[src/rtl/frame_sync_packer.sv]
// frame_sync_packer: takes the serial decoded-bit stream, hunts for the frame
// sync word, packs the following payload bits MSB-first into bytes and queues
// them in a small first-word-fall-through FIFO with start/end-of-frame flags.
module frame_sync_packer #(
    parameter logic [15:0] SYNC_WORD   = 16'hEB90,
    parameter int          FRAME_BYTES = 32,
    parameter int          FIFO_DEPTH  = 4
) (
    input  logic       clk,
    input  logic       reset,
    input  logic       dec_val,
    input  logic       dec_bit,
    output logic       dec_rdy,
    output logic [7:0] byte_data,
    output logic       byte_sof,
    output logic       byte_eof,
    output logic       byte_val,
    input  logic       byte_rdy,
    output logic       locked,
    output logic [7:0] frame_count
);

    localparam int                PTR_W     = $clog2(FIFO_DEPTH);
    localparam int                CNT_W     = PTR_W + 1;
    localparam logic [CNT_W-1:0]  DEPTH_C   = CNT_W'(FIFO_DEPTH);
    localparam logic [7:0]        LAST_BYTE = 8'(FRAME_BYTES - 1);

    typedef enum logic {
        HUNT    = 1'b0,
        PAYLOAD = 1'b1
    } state_t;

    state_t     state_q, state_d;
    logic [15:0] sr_q, sr_d;
    logic [7:0]  acc_q, acc_d;
    logic [2:0]  bit_cnt_q, bit_cnt_d;
    logic [7:0]  byte_cnt_q, byte_cnt_d;
    logic [7:0]  frame_cnt_q, frame_cnt_d;

    // FIFO entry layout: {eof, sof, data[7:0]}
    logic [9:0]       mem_q [FIFO_DEPTH];
    logic [PTR_W-1:0] wr_ptr_q, rd_ptr_q;
    logic [CNT_W-1:0] count_q;

    logic       accept;
    logic       push;
    logic       pop;
    logic [9:0] push_word;
    logic [9:0] head;

    // A byte-completing bit is only accepted when the FIFO has room, so push never overflows.
    assign dec_rdy = !reset && (count_q < DEPTH_C);
    assign accept  = dec_val && dec_rdy;

    assign byte_val  = (count_q != '0);
    assign pop       = byte_val && byte_rdy;
    assign head      = mem_q[rd_ptr_q];
    assign byte_data = byte_val ? head[7:0] : 8'h00;
    assign byte_sof  = byte_val && head[8];
    assign byte_eof  = byte_val && head[9];

    assign locked      = (state_q == PAYLOAD);
    assign frame_count = frame_cnt_q;

    // Framer state register and datapath registers.
    always_ff @(posedge clk or posedge reset) begin
        if (reset) begin
            state_q     <= HUNT;
            sr_q        <= '0;
            acc_q       <= '0;
            bit_cnt_q   <= '0;
            byte_cnt_q  <= '0;
            frame_cnt_q <= '0;
        end else begin
            state_q     <= state_d;
            sr_q        <= sr_d;
            acc_q       <= acc_d;
            bit_cnt_q   <= bit_cnt_d;
            byte_cnt_q  <= byte_cnt_d;
            frame_cnt_q <= frame_cnt_d;
        end
    end

    // Next-state logic: sync hunting, bit packing and byte push generation.
    always_comb begin
        state_d     = state_q;
        sr_d        = sr_q;
        acc_d       = acc_q;
        bit_cnt_d   = bit_cnt_q;
        byte_cnt_d  = byte_cnt_q;
        frame_cnt_d = frame_cnt_q;
        push        = 1'b0;
        push_word   = '0;
        if (accept) begin
            sr_d = {sr_q[14:0], dec_bit};
            case (state_q)
                HUNT: begin
                    if ({sr_q[14:0], dec_bit} == SYNC_WORD) begin
                        state_d    = PAYLOAD;
                        bit_cnt_d  = '0;
                        byte_cnt_d = '0;
                    end
                end
                PAYLOAD: begin
                    acc_d     = {acc_q[6:0], dec_bit};
                    bit_cnt_d = bit_cnt_q + 3'd1;
                    if (bit_cnt_q == 3'd7) begin
                        push       = 1'b1;
                        push_word  = {(byte_cnt_q == LAST_BYTE), (byte_cnt_q == 8'd0),
                                      acc_q[6:0], dec_bit};
                        byte_cnt_d = byte_cnt_q + 8'd1;
                        if (byte_cnt_q == LAST_BYTE) begin
                            // Clearing sr stops payload tail bits from faking a sync.
                            state_d     = HUNT;
                            frame_cnt_d = frame_cnt_q + 8'd1;
                            sr_d        = '0;
                        end
                    end
                end
                default: ;
            endcase
        end
    end

    // FIFO storage write; contents need no reset because byte_val gates the head.
    always_ff @(posedge clk) begin
        if (push) begin
            mem_q[wr_ptr_q] <= push_word;
        end
    end

    // FIFO pointers and occupancy; simultaneous push and pop leave the count unchanged.
    always_ff @(posedge clk or posedge reset) begin
        if (reset) begin
            wr_ptr_q <= '0;
            rd_ptr_q <= '0;
            count_q  <= '0;
        end else begin
            if (push) begin
                wr_ptr_q <= wr_ptr_q + 1'b1;
            end
            if (pop) begin
                rd_ptr_q <= rd_ptr_q + 1'b1;
            end
            case ({push, pop})
                2'b10:   count_q <= count_q + 1'b1;
                2'b01:   count_q <= count_q - 1'b1;
                default: count_q <= count_q;
            endcase
        end
    end

endmodule

[config.mk]
export PLATFORM = sky130hd
export DESIGN_NAME = frame_sync_packer
export DESIGN_NICKNAME = d
export VERILOG_FILES = /design/src/rtl/frame_sync_packer.sv
export SDC_FILE = /design/constraint.sdc
export NUM_CORES = 1
export LEC_CHECK = 0
export BUFFER_PORTS_ARGS = -buffer_cell sky130_fd_sc_hd__buf_2
export CAP_MARGIN = 25
export CORE_UTILIZATION = 40
export CTS_CLUSTER_SIZE = 40
export DETAILED_ROUTE_END_ITERATION = 10
export PLACE_DENSITY = 0.67
export SYNTH_ARGS = -nofsm -noshare
export SYNTH_HDL_FRONTEND = slang
export SYNTH_SLANG_ARGS = --single-unit
[constraint.sdc]
create_clock -name clk -period 3.2 [get_ports clk]
set_input_delay 0.8 -clock clk [delete_from_list [all_inputs] [get_ports clk]]
set_output_delay 0.8 -clock clk [all_outputs]
set_load 0.02 [all_outputs]
Word-level counts from Yosys, hierarchy flattened
Memories as Yosys holds them, arrays and structs flattened.
Index checks and enable logic that the tools add are counted.
Widths: inputs -> output; s select.
{"block": "totals", "word_cells": 61, "input_bits": 5, "mem_bits_rw": 40, "n_memories": 1, "ff_bits": 49, "output_inout_bits": 21}
{"block": "classes", "n_mux": 22, "eq_ne": 7, "addsub": 7, "n_bitwise": 1, "n_lt_le_gt_ge": 1, "reduce_logical": 13}
{"name": "mem_q", "words": 4, "width": 10, "rd": 1, "rd_clocked_by_memory_dff": 0, "wr": 1, "line_no": "41", "text": "logic [9:0] mem_q [FIFO_DEPTH];"}
{"cell": "$mux 15", "n": 3}
{"cell": "$mux 10", "n": 3}
{"cell": "$mux 8", "n": 3}
{"cell": "$add 8x1->8 const B", "n": 2}
{"cell": "$eq 16x16->1 const B", "n": 1}
{"cell": "$pmux 8 s2", "n": 1}
{"cell": "$pmux 3 s2", "n": 2}
{"cell": "$eq 8x5->1 const B", "n": 1}
{"cell": "$logic_not 8->1", "n": 1}
{"cell": "$mux 1", "n": 8}
{"cell": "$add 3x1->3 const B", "n": 2}
{"cell": "$logic_and 1x1->1", "n": 5}
{"cell": "$add 2x1->2 const B", "n": 2}
{"cell": "$reduce_and 2->1", "n": 2}
{"cell": "$reduce_and 4->1", "n": 1}
{"cell": "$eq 3x3->1 const B", "n": 1}
{"cell": "$lt 3x3->1 const B", "n": 1}
{"cell": "$mux 3", "n": 1}
{"cell": "$reduce_and 3->1", "n": 1}
{"cell": "$reduce_bool 3->1", "n": 1}
{"cell": "$sub 3x1->3 const B", "n": 1}
{"cell": "$eq 2x1->1 const B", "n": 1}
{"cell": "$eq 2x2->1 const B", "n": 1}
{"cell": "$ne 2x1->1 const B", "n": 1}
{"cell": "5 further kinds", "n": 5}

Logic depth before layout (Yosys ltp)
Gate-level depths: netlist (run 1).
{"block": "depth", "word_depth": 6, "mapped_depth": 11, "depth_no_buf": 10}

Worst setup path after synthesis (run 1)
No wires, ideal clock.
{"block": "synth_timing", "path_kind": "input port to flip-flop", "start": "input port reset", "end": "register count_q[2]", "required_ns": 3.073, "stages": 10, "path_buffers": 1, "t_arrival_ns": 2.293, "setup_slack_ns": 0.779, "setup_ns": 0.127, "path_cell_list": "nor4bb_1 -> buf_2 -> and2_0 -> inv_1 -> ha_1 -> inv_1 -> fa_1 -> xor2_1 -> nor2_1 -> xor2_1"}
{"block": "synth_between", "elab_chain_len": 6, "word_cells_on_any_way": 8, "cone_classes": "eq/ne (2); mux (2); reduce/logical (4)"}
{"item": "start: declaration", "line_no": "10", "text": "input logic reset,"}
{"item": "$logic_not 1->1 (no line) *"}
{"item": "$logic_and 1x1->1 *", "line_no": "52", "text": "assign dec_rdy = !reset && (count_q < DEPTH_C);"}
{"item": "$logic_and 1x1->1 *", "line_no": "53", "text": "assign accept = dec_val && dec_rdy;"}
{"item": "$mux 1 *", "line_no": "94", "text": "if (accept) begin"}
{"item": "$eq 2x1->1 / $eq 2x2->1 (equally long branches)", "line_no": "145", "text": "case ({push, pop})"}
{"item": "$pmux 3 s2 / $reduce_bool 2->1 (equally long branches)"}
{"item": "end signal: assignment", "line_no": "146", "text": "2'b10: count_q <= count_q + 1'b1;"}
{"item": "end signal: assignment", "line_no": "147", "text": "2'b01: count_q <= count_q - 1'b1;"}
{"item": "end signal: assignment", "line_no": "148", "text": "default: count_q <= count_q;"}
{"item": "end: declaration", "line_no": "43", "text": "logic [CNT_W-1:0] count_q;"}
Every way passes the cells marked *; elsewhere a longest branch is shown, timed or not.
A chain may end at the register's enable or synchronous reset.

Final worst setup path (run 1)
{"block": "layout_timing", "start": "register rd_ptr_q[0]", "end": "output port byte_data[0]"}
{"block": "layout_between", "elab_chain_len": 2}
{"item": "start: declaration", "line_no": "42", "text": "logic [PTR_W-1:0] wr_ptr_q, rd_ptr_q;"}
{"item": "start signal: assignment", "line_no": "143", "text": "rd_ptr_q <= rd_ptr_q + 1'b1;"}
{"item": "$mem_v2 4x10"}
{"item": "$mux 8", "line_no": "58", "text": "assign byte_data = byte_val ? head[7:0] : 8'h00;"}
{"item": "end: declaration", "line_no": "14", "text": "output logic [7:0] byte_data,"}
Every way passes these cells.

==> run_results.csv, run 1 <==
group,metric,value,unit
drt,drt-total-wl,7.069,mm
global_routing,grt_start_max_net_pins,32,
timing,relSlewSlack,59.62,%
logic_synthesis,yosysTopAreaCell,"dfrtp_1",
place,placed_cell_area,0.004243,mm²
hold_path,hp-class,"register to register",
clock_network,clk_latency,0.37,ns
drt,drt_iter0_markers,143,
logic_synthesis,yosysWarnings,0,
worst_setup_path,criticalPathCategory,"register to primary output",
logic_synthesis,synth_area,0.003950,mm²
clock_network,clk_pin_slew,0.09,ns
clock_network,cts-hold-fix-buffers,0,
place,routabilityCongestion,0.7381,
drt,drtAntennaViolNets,0,
final_layout,num-nets-final,351,
worst_setup_path,r2r_slack,0.67,ns
worst_setup_path,startpoint_type,"register",
place,io_buffer_count,25,
worst_setup_path,r2r-end,"count_q[2]",
logic_synthesis,synth_top_family_by_area,"simple AND/OR/NAND/NOR gates",
global_routing,grt-ovfl-total,0,
global_routing,antenna_found_initial,0,
timing,hold_viol_final,0,
logic_synthesis,syn-instance-count,307,
power,total_leakage_power,0.001902,µW
floorplanning,die_h,101.4,µm
drt,wl_per_cell,15.07,µm
logic_synthesis,synth_adder_area_share,3.674,%
hold_path,min_to,"byte_cnt_q[7]",
drt,route.detailed.drc,0,
clock_network,cts_tree,"built",
final_layout,area_growth,13.11,%
run_status,status,"finished, final reports clean",
place,dp_hpwl,4.579,mm
timing,setup_viol,0,
timing,slew_viol_final,0,
logic_synthesis,synth_cell_types,41,
final_layout,drive_gt1_share,20.59,%
worst_setup_path,crit_fanout,12,
drt,firstDrtPassIters,4,
logic_synthesis,synthArstFlopShare,55.06,%
power,vdd_drop_max,0.4125,mV
final_layout,finalInstanceArea,0.004468,mm²
logic_synthesis,synthSimpleGateAreaFrac,16.44,%
floorplanning,die_area,0.01028,mm²
floorplanning,initial_core_util,41.95,%
clock_network,cts_num_sinks,89,
logic_synthesis,synth_xor_xnor_area_share,3.453,%
clock_network,cts_resized,0,
timing,fin_tns_setup,0,ns
logic_synthesis,syn_area_per_cell,12.87,µm²
floorplanning,io_pins,26,
final_layout,diodes,0,
logic_synthesis,synth.ff_latch_count,89,
clock_network,post_cts.repair.setup_buffers,0,
worst_setup_path,cp.arrival,1.82,ns
logic_synthesis,synthMuxAreaShare,7.285,%
drt,vias,2404,
run,maxCapViolations,0,
timing,skew,0.009113,ns
hold_path,hold_depth,1,
clock_network,root_buffer,"clkbuf_8",
clock_network,cts_inserted_buffers,9,
worst_setup_path,r2r-start,"bit_cnt_q[0]",
worst_setup_path,crit_start,"rd_ptr_q[0]",
timing,finalCriticalPeriod,2.615,ns
logic_synthesis,synth_top_area_share,31.04,%
logic_synthesis,synthTopCellsByArea,"dfrtp_1, edfxtp_1, mux4_2",
hold_path,hp-start,"byte_cnt_q[7]",
drt,via_per_inst,5.126,
clock_network,clockBufferDepth,2,
timing,rsz0062_at_grt,"false",
global_routing,grt_pass1_vias,2361,
logic_synthesis,synth-compound-area-share,5.068,%
floorplanning,rows,35,
timing,fmax,0.3824,GHz
logic_synthesis,ys.flop_type,"dfrtp_1",
global_routing,grt_usage,15.00,%
worst_setup_path,endpoint_kind,"primary output",
floorplanning,die_w,101.4,µm
logic_synthesis,synth_edf_count,40,
logic_synthesis,syn-num-nets,323,
floorplanning,core_area,0.009415,mm²
logic_synthesis,seq_area_frac_synth,61.45,%
global_routing,grt_pass1_wl,11.48,mm
worst_setup_path,rr_worst_depth,10,
timing,tightest_slew,0.6012,ns
worst_setup_path,worst-endpoint-required,2.40,ns
clock_network,htreeDepth,3,
power,p_per_area,702.1,mW/mm²
timing,post-route-period-util,81.73,%
[power breakdown]
group | internal (µW) | leakage (µW) | switching [µW]
combinational | 341 | 0.000815 | 407
clock | 453 | 0.000113 | 424
sequential | 1360 | 0.000974 | 156
[cells in the mapped netlist, types with 2 or more instances]
library cell  number
a21oi_1           17
a22o_1             4
and2_1            11
and3_1            17
buf_2              5
clkbuf_1           8
dfrtp_1           49
edfxtp_1          40
ha_1              10
inv_1             10
mux2_2             2
mux2i_1            4
mux4_2            10
nand2_1           55
nand2_2            3
nand3_1            7
nand4_1            7
nor2_1             3
nor3_1             3
nor4bb_1           3
o21ai_0            5
o2bb2ai_1          2
o31ai_1            3
or3_1              2
xnor2_1            6
xnor2_2            3
xor2_1             4
[placed cells by master (no fill, tap or decap), types with 3 or more instances in the layout]
| cell type | Yosys | routed |
|---|---|---|
| xnor2_1 | 6 | 6 |
| dfrtp_1 | 49 | 49 |
| nand2_2 | 3 | 3 |
| xnor2_2 | 3 | 3 |
| nand2_1 | 55 | 55 |
| nand4_1 | 7 | 7 |
| buf_2 | 5 | 25 |
| nand3_1 | 7 | 7 |
| inv_1 | 10 | 9 |
| ha_1 | 10 | 10 |
| clkbuf_8 | 0 | 9 |
| a21oi_1 | 17 | 17 |
| o31ai_1 | 3 | 3 |
| nor3_1 | 3 | 3 |
| o21ai_0 | 5 | 5 |
| and2_1 | 11 | 11 |
| mux4_2 | 10 | 10 |
| mux2i_1 | 4 | 4 |
| edfxtp_1 | 40 | 40 |
| xor2_1 | 4 | 4 |
| a22o_1 | 4 | 4 |
| buf_4 | 0 | 5 |
| nor2_1 | 3 | 3 |
| and3_1 | 17 | 17 |
[metrics by stage]
stage	hold WS, ns	total power (µW)	setup WS (ns)	std cells	utilization [%]
floorplan	0.4368	2084	0.7794	307	-
global placement	0.4586	2270	0.5225	452	44.85
detailed placement	0.4716	2296	0.5031	453	45.06
CTS	0.4839	3164	0.5507	469	47.46
global route	0.5166	3317	0.4407	469	47.46
finish	0.4885	3137	0.5847	469	47.46
[area by class of cell]
class	count	area, µm²
clock buffer	10	127.6
clock inverter	6	97.59
fill	829	4947
inverter	10	37.54
multi-input combinational	194	1434
sequential	89	2427
tap	129	161.4
timing repair buffer	31	182.7
[cells by family after synthesis]
kind of cell / after synthesis
buffers and inverters: 24
AO/OA/AOI/OAI: 33
flip-flops: 89
XOR/XNOR: 13
adder cells (fa/ha/maj): 11
multiplexers: 16
AND/OR/NAND/NOR: 121
[critical path, cell delays in order (launching register included)]
cell and delay [ns]:
dfrtp_1 0.33, buf_4 0.25, mux4_2 0.54, and2_1 0.17, buf_2 0.15
[sequential cells by signal, summed over array words and instances, names as in the netlist, 2 cells and up]
register,flops
mem_q,40
sr_q,15
byte_cnt_q,8
frame_count,8
acc_q,7
bit_cnt_q,3
count_q,3
rd_ptr_q,2
wr_ptr_q,2
[metal layers]
metal,wire [µm],GRT usage (%)
met1,3186,17.92
met2,3519,26.06
met3,275,4.486
met4,87,4.794
met5,0,0
[worst max path at each step]
| stage | end | slack [ns] | cells after the start |
|---|---|---|---|
| after floorplan | count_q[2] | 0.78 | 10 |
| after global placement | frame_count[1] | 0.52 | 4 |
| after detailed placement | frame_count[1] | 0.50 | 4 |
| after CTS | byte_data[0] | 0.55 | 4 |
| after global routing | count_q[2] | 0.44 | 10 |
| final | byte_data[0] | 0.58 | 4 |
(Power assumes the default switching activity.)
==> inputs of run 2 (changes only) <==
==> constraint.sdc (replaced) <==
create_clock -name clk -period 2.6 [get_ports clk]
set_input_delay 0.65 -clock clk [delete_from_list [all_inputs] [get_ports clk]]
set_output_delay 0.65 -clock clk [all_outputs]
set_load 0.02 [all_outputs]
==> run 2 against run 1 <==
Net effect: clock power rose by 13%; sequential cell count did not move; critical path depth did not move; non-clock buffer count grew 10; largest cell class unchanged; sequential share of layout area down 0.74 points.
==> run_results.csv, run 2 (synthesis results as in run 1) <==
group,metric,value,unit
run_status,status,"finished, final reports clean",
clock_network,cts-hold-fix-buffers,0,
global_routing,use_met2,24.39,%
timing,skew,0.01465,ns
floorplanning,rows,35,
floorplanning,initial_core_util,41.95,%
clock_network,clk_latency,0.37,ns
power,pwr-share-seq,49.2,%
power,p_sw,1220,µW
clock_network,htreeDepth,3,
final_layout,area_growth,14.67,%
power,swShare,32.21,%
worst_setup_path,criticalPathCategory,"register to primary output",
drt,via_per_inst,5.071,
timing,relSlewSlack,63.11,%
place,routabilityCongestion,0.7774,
drt,drtAntennaViolNets,0,
drt,route.detailed.drc,0,
power,power_frac_comb,24.6,%
timing,hold_viol_final,0,
global_routing,gr-usage-met3,4.693,%
final_layout,final_common_cell,"nand2_1",
floorplanning,core_area,0.009415,mm²
worst_setup_path,cp.arrival,1.80,ns
timing,fmax,0.4090,GHz
global_routing,antenna_found_initial,0,
worst_setup_path,crit_fanout,12,
worst_setup_path,endpoint_kind,"primary output",
timing,finalCriticalPeriod,2.445,ns
final_layout,drive_gt1_share,23.14,%
floorplanning,die_w,101.4,µm
clock_network,cts_num_sinks,89,
clock_network,cts_inserted_buffers,9,
clock_network,cts_tree,"built",
final_layout,largest-register,"mem_q",
power,internal_power,2568,µW
clock_network,post_cts.repair.setup_buffers,0,
drt,drt-total-wl,6.831,mm
worst_setup_path,startpoint_type,"register",
global_routing,top_usage_layer,"met2",
final_layout,final_cell_mix,"nand2_1, dfrtp_1, edfxtp_1, buf_2",
clock_network,clockBufferDepth,2,
hold_path,hp-class,"input pin to async pin",
timing,tightest_slew,0.5492,ns
global_routing,grt_pass1_wl,11.58,mm
timing,slew_viol_final,0,
final_layout,diodes,0,
timing,rsz0062_at_grt,"false",
worst_setup_path,worst-endpoint-required,1.95,ns
floorplanning,die_h,101.4,µm
drt,firstDrtPassIters,4,
place,io_buffer_count,25,
final_layout,num-fill-cells,833,
global_routing,grt_pass1_vias,2321,
drt,vias,2429,
clock_network,root_buffer,"clkbuf_8",
floorplanning,io_pins,26,
drt,wl_per_cell,14.26,µm
global_routing,grtUsageMet1,19.29,%
power,vdd_drop_max,0.4629,mV
timing,fin_tns_setup,0,ns
final_layout,largest_register_ffs,40,
final_layout,reg_top3,"mem_q: 40 flops, sr_q: 15 flops",
global_routing,grt-ovfl-total,0,
power,total_leakage_power,0.001945,µW
floorplanning,die_area,0.01028,mm²
run,maxCapViolations,0,
drt,drt_iter0_markers,84,
global_routing,grt_usage,15.00,%
place,dp_hpwl,4.707,mm
timing,post-route-period-util,94.05,%
clock_network,clk_pin_slew,0.09,ns
clock_network,cts_resized,0,
power,p_clk_share,26.1,%
timing,setup_viol,0,
timing,holdWs,0.3581,ns
global_routing,grt_start_max_net_pins,28,
power,p_per_area,836.5,mW/mm²
final_layout,num-nets-final,361,
[run 2: per-stage QoR]
stage / worst slack (ns) / cells / instance area, µm² / power, µW / utilization [%]
2_1_floorplan: 0.3294 / 307 / 3950 / 2565 / -
3_3_place_gp: 0.3557 / 463 / 4318 / 2802 / 45.86
3_5_place_dp: 0.3184 / 463 / 4318 / 2846 / 45.86
4_1_cts: 0.1045 / 479 / 4529 / 3843 / 48.11
5_1_grt: 0.04866 / 479 / 4529 / 4036 / 48.11
6_report: 0.1548 / 479 / 4529 / 3789 / 48.11
[run 2: worst max-delay path, cell delays in order (launching register included)]
cell	delay, ns
dfrtp_1	0.33
buf_4	0.24
mux4_2	0.54
and2_1	0.16
buf_2	0.15
[run 2: area by class of cell]
| cell class | count | area, µm² | share of cell area (%) |
|---|---|---|---|
| Clock buffer | 9 | 123.9 | 2.735 |
| Clock inverter | 7 | 87.58 | 1.934 |
| Inverter | 10 | 37.54 | 0.8287 |
| Multi-Input combinational cell | 194 | 1434 | 31.66 |
| Sequential cell | 89 | 2427 | 53.59 |
| Tap cell | 129 | 161.4 | 3.564 |
| Timing Repair Buffer | 41 | 257.7 | 5.691 |
[run 2: power groups by stage]
stage | sequential [µW] | combinational, µW | clock [µW]
after global placement | 1880 | 919 | 0
after floorplan | 1820 | 743 | 0
final | 1870 | 933 | 990
after CTS | 1870 | 954 | 1020
after global routing | 1900 | 1070 | 1070
after detailed placement | 1900 | 949 | 0
[run 2: final timing paths]
path	from	slack, ns	to	depth (start not counted)
max reg2reg	bit_cnt_q[0]	0.46	count_q[2]	10
min in group clk	byte_cnt_q[7]	0.48	byte_cnt_q[7]	1
min reg2reg	byte_cnt_q[7]	0.48	byte_cnt_q[7]	1
max	rd_ptr_q[0]	0.15	byte_data[5]	4
min	reset	0.36	frame_count[5]	2
max in group asynchronous	reset	1.72	sr_q[1]	3
[run 2: layer usage]
metal  part of all wire (%)  routed length, µm
met5                      0                  0
met4                   0.81                 55
met3                    3.6                243
met2                     49               3333
met1                     47               3199
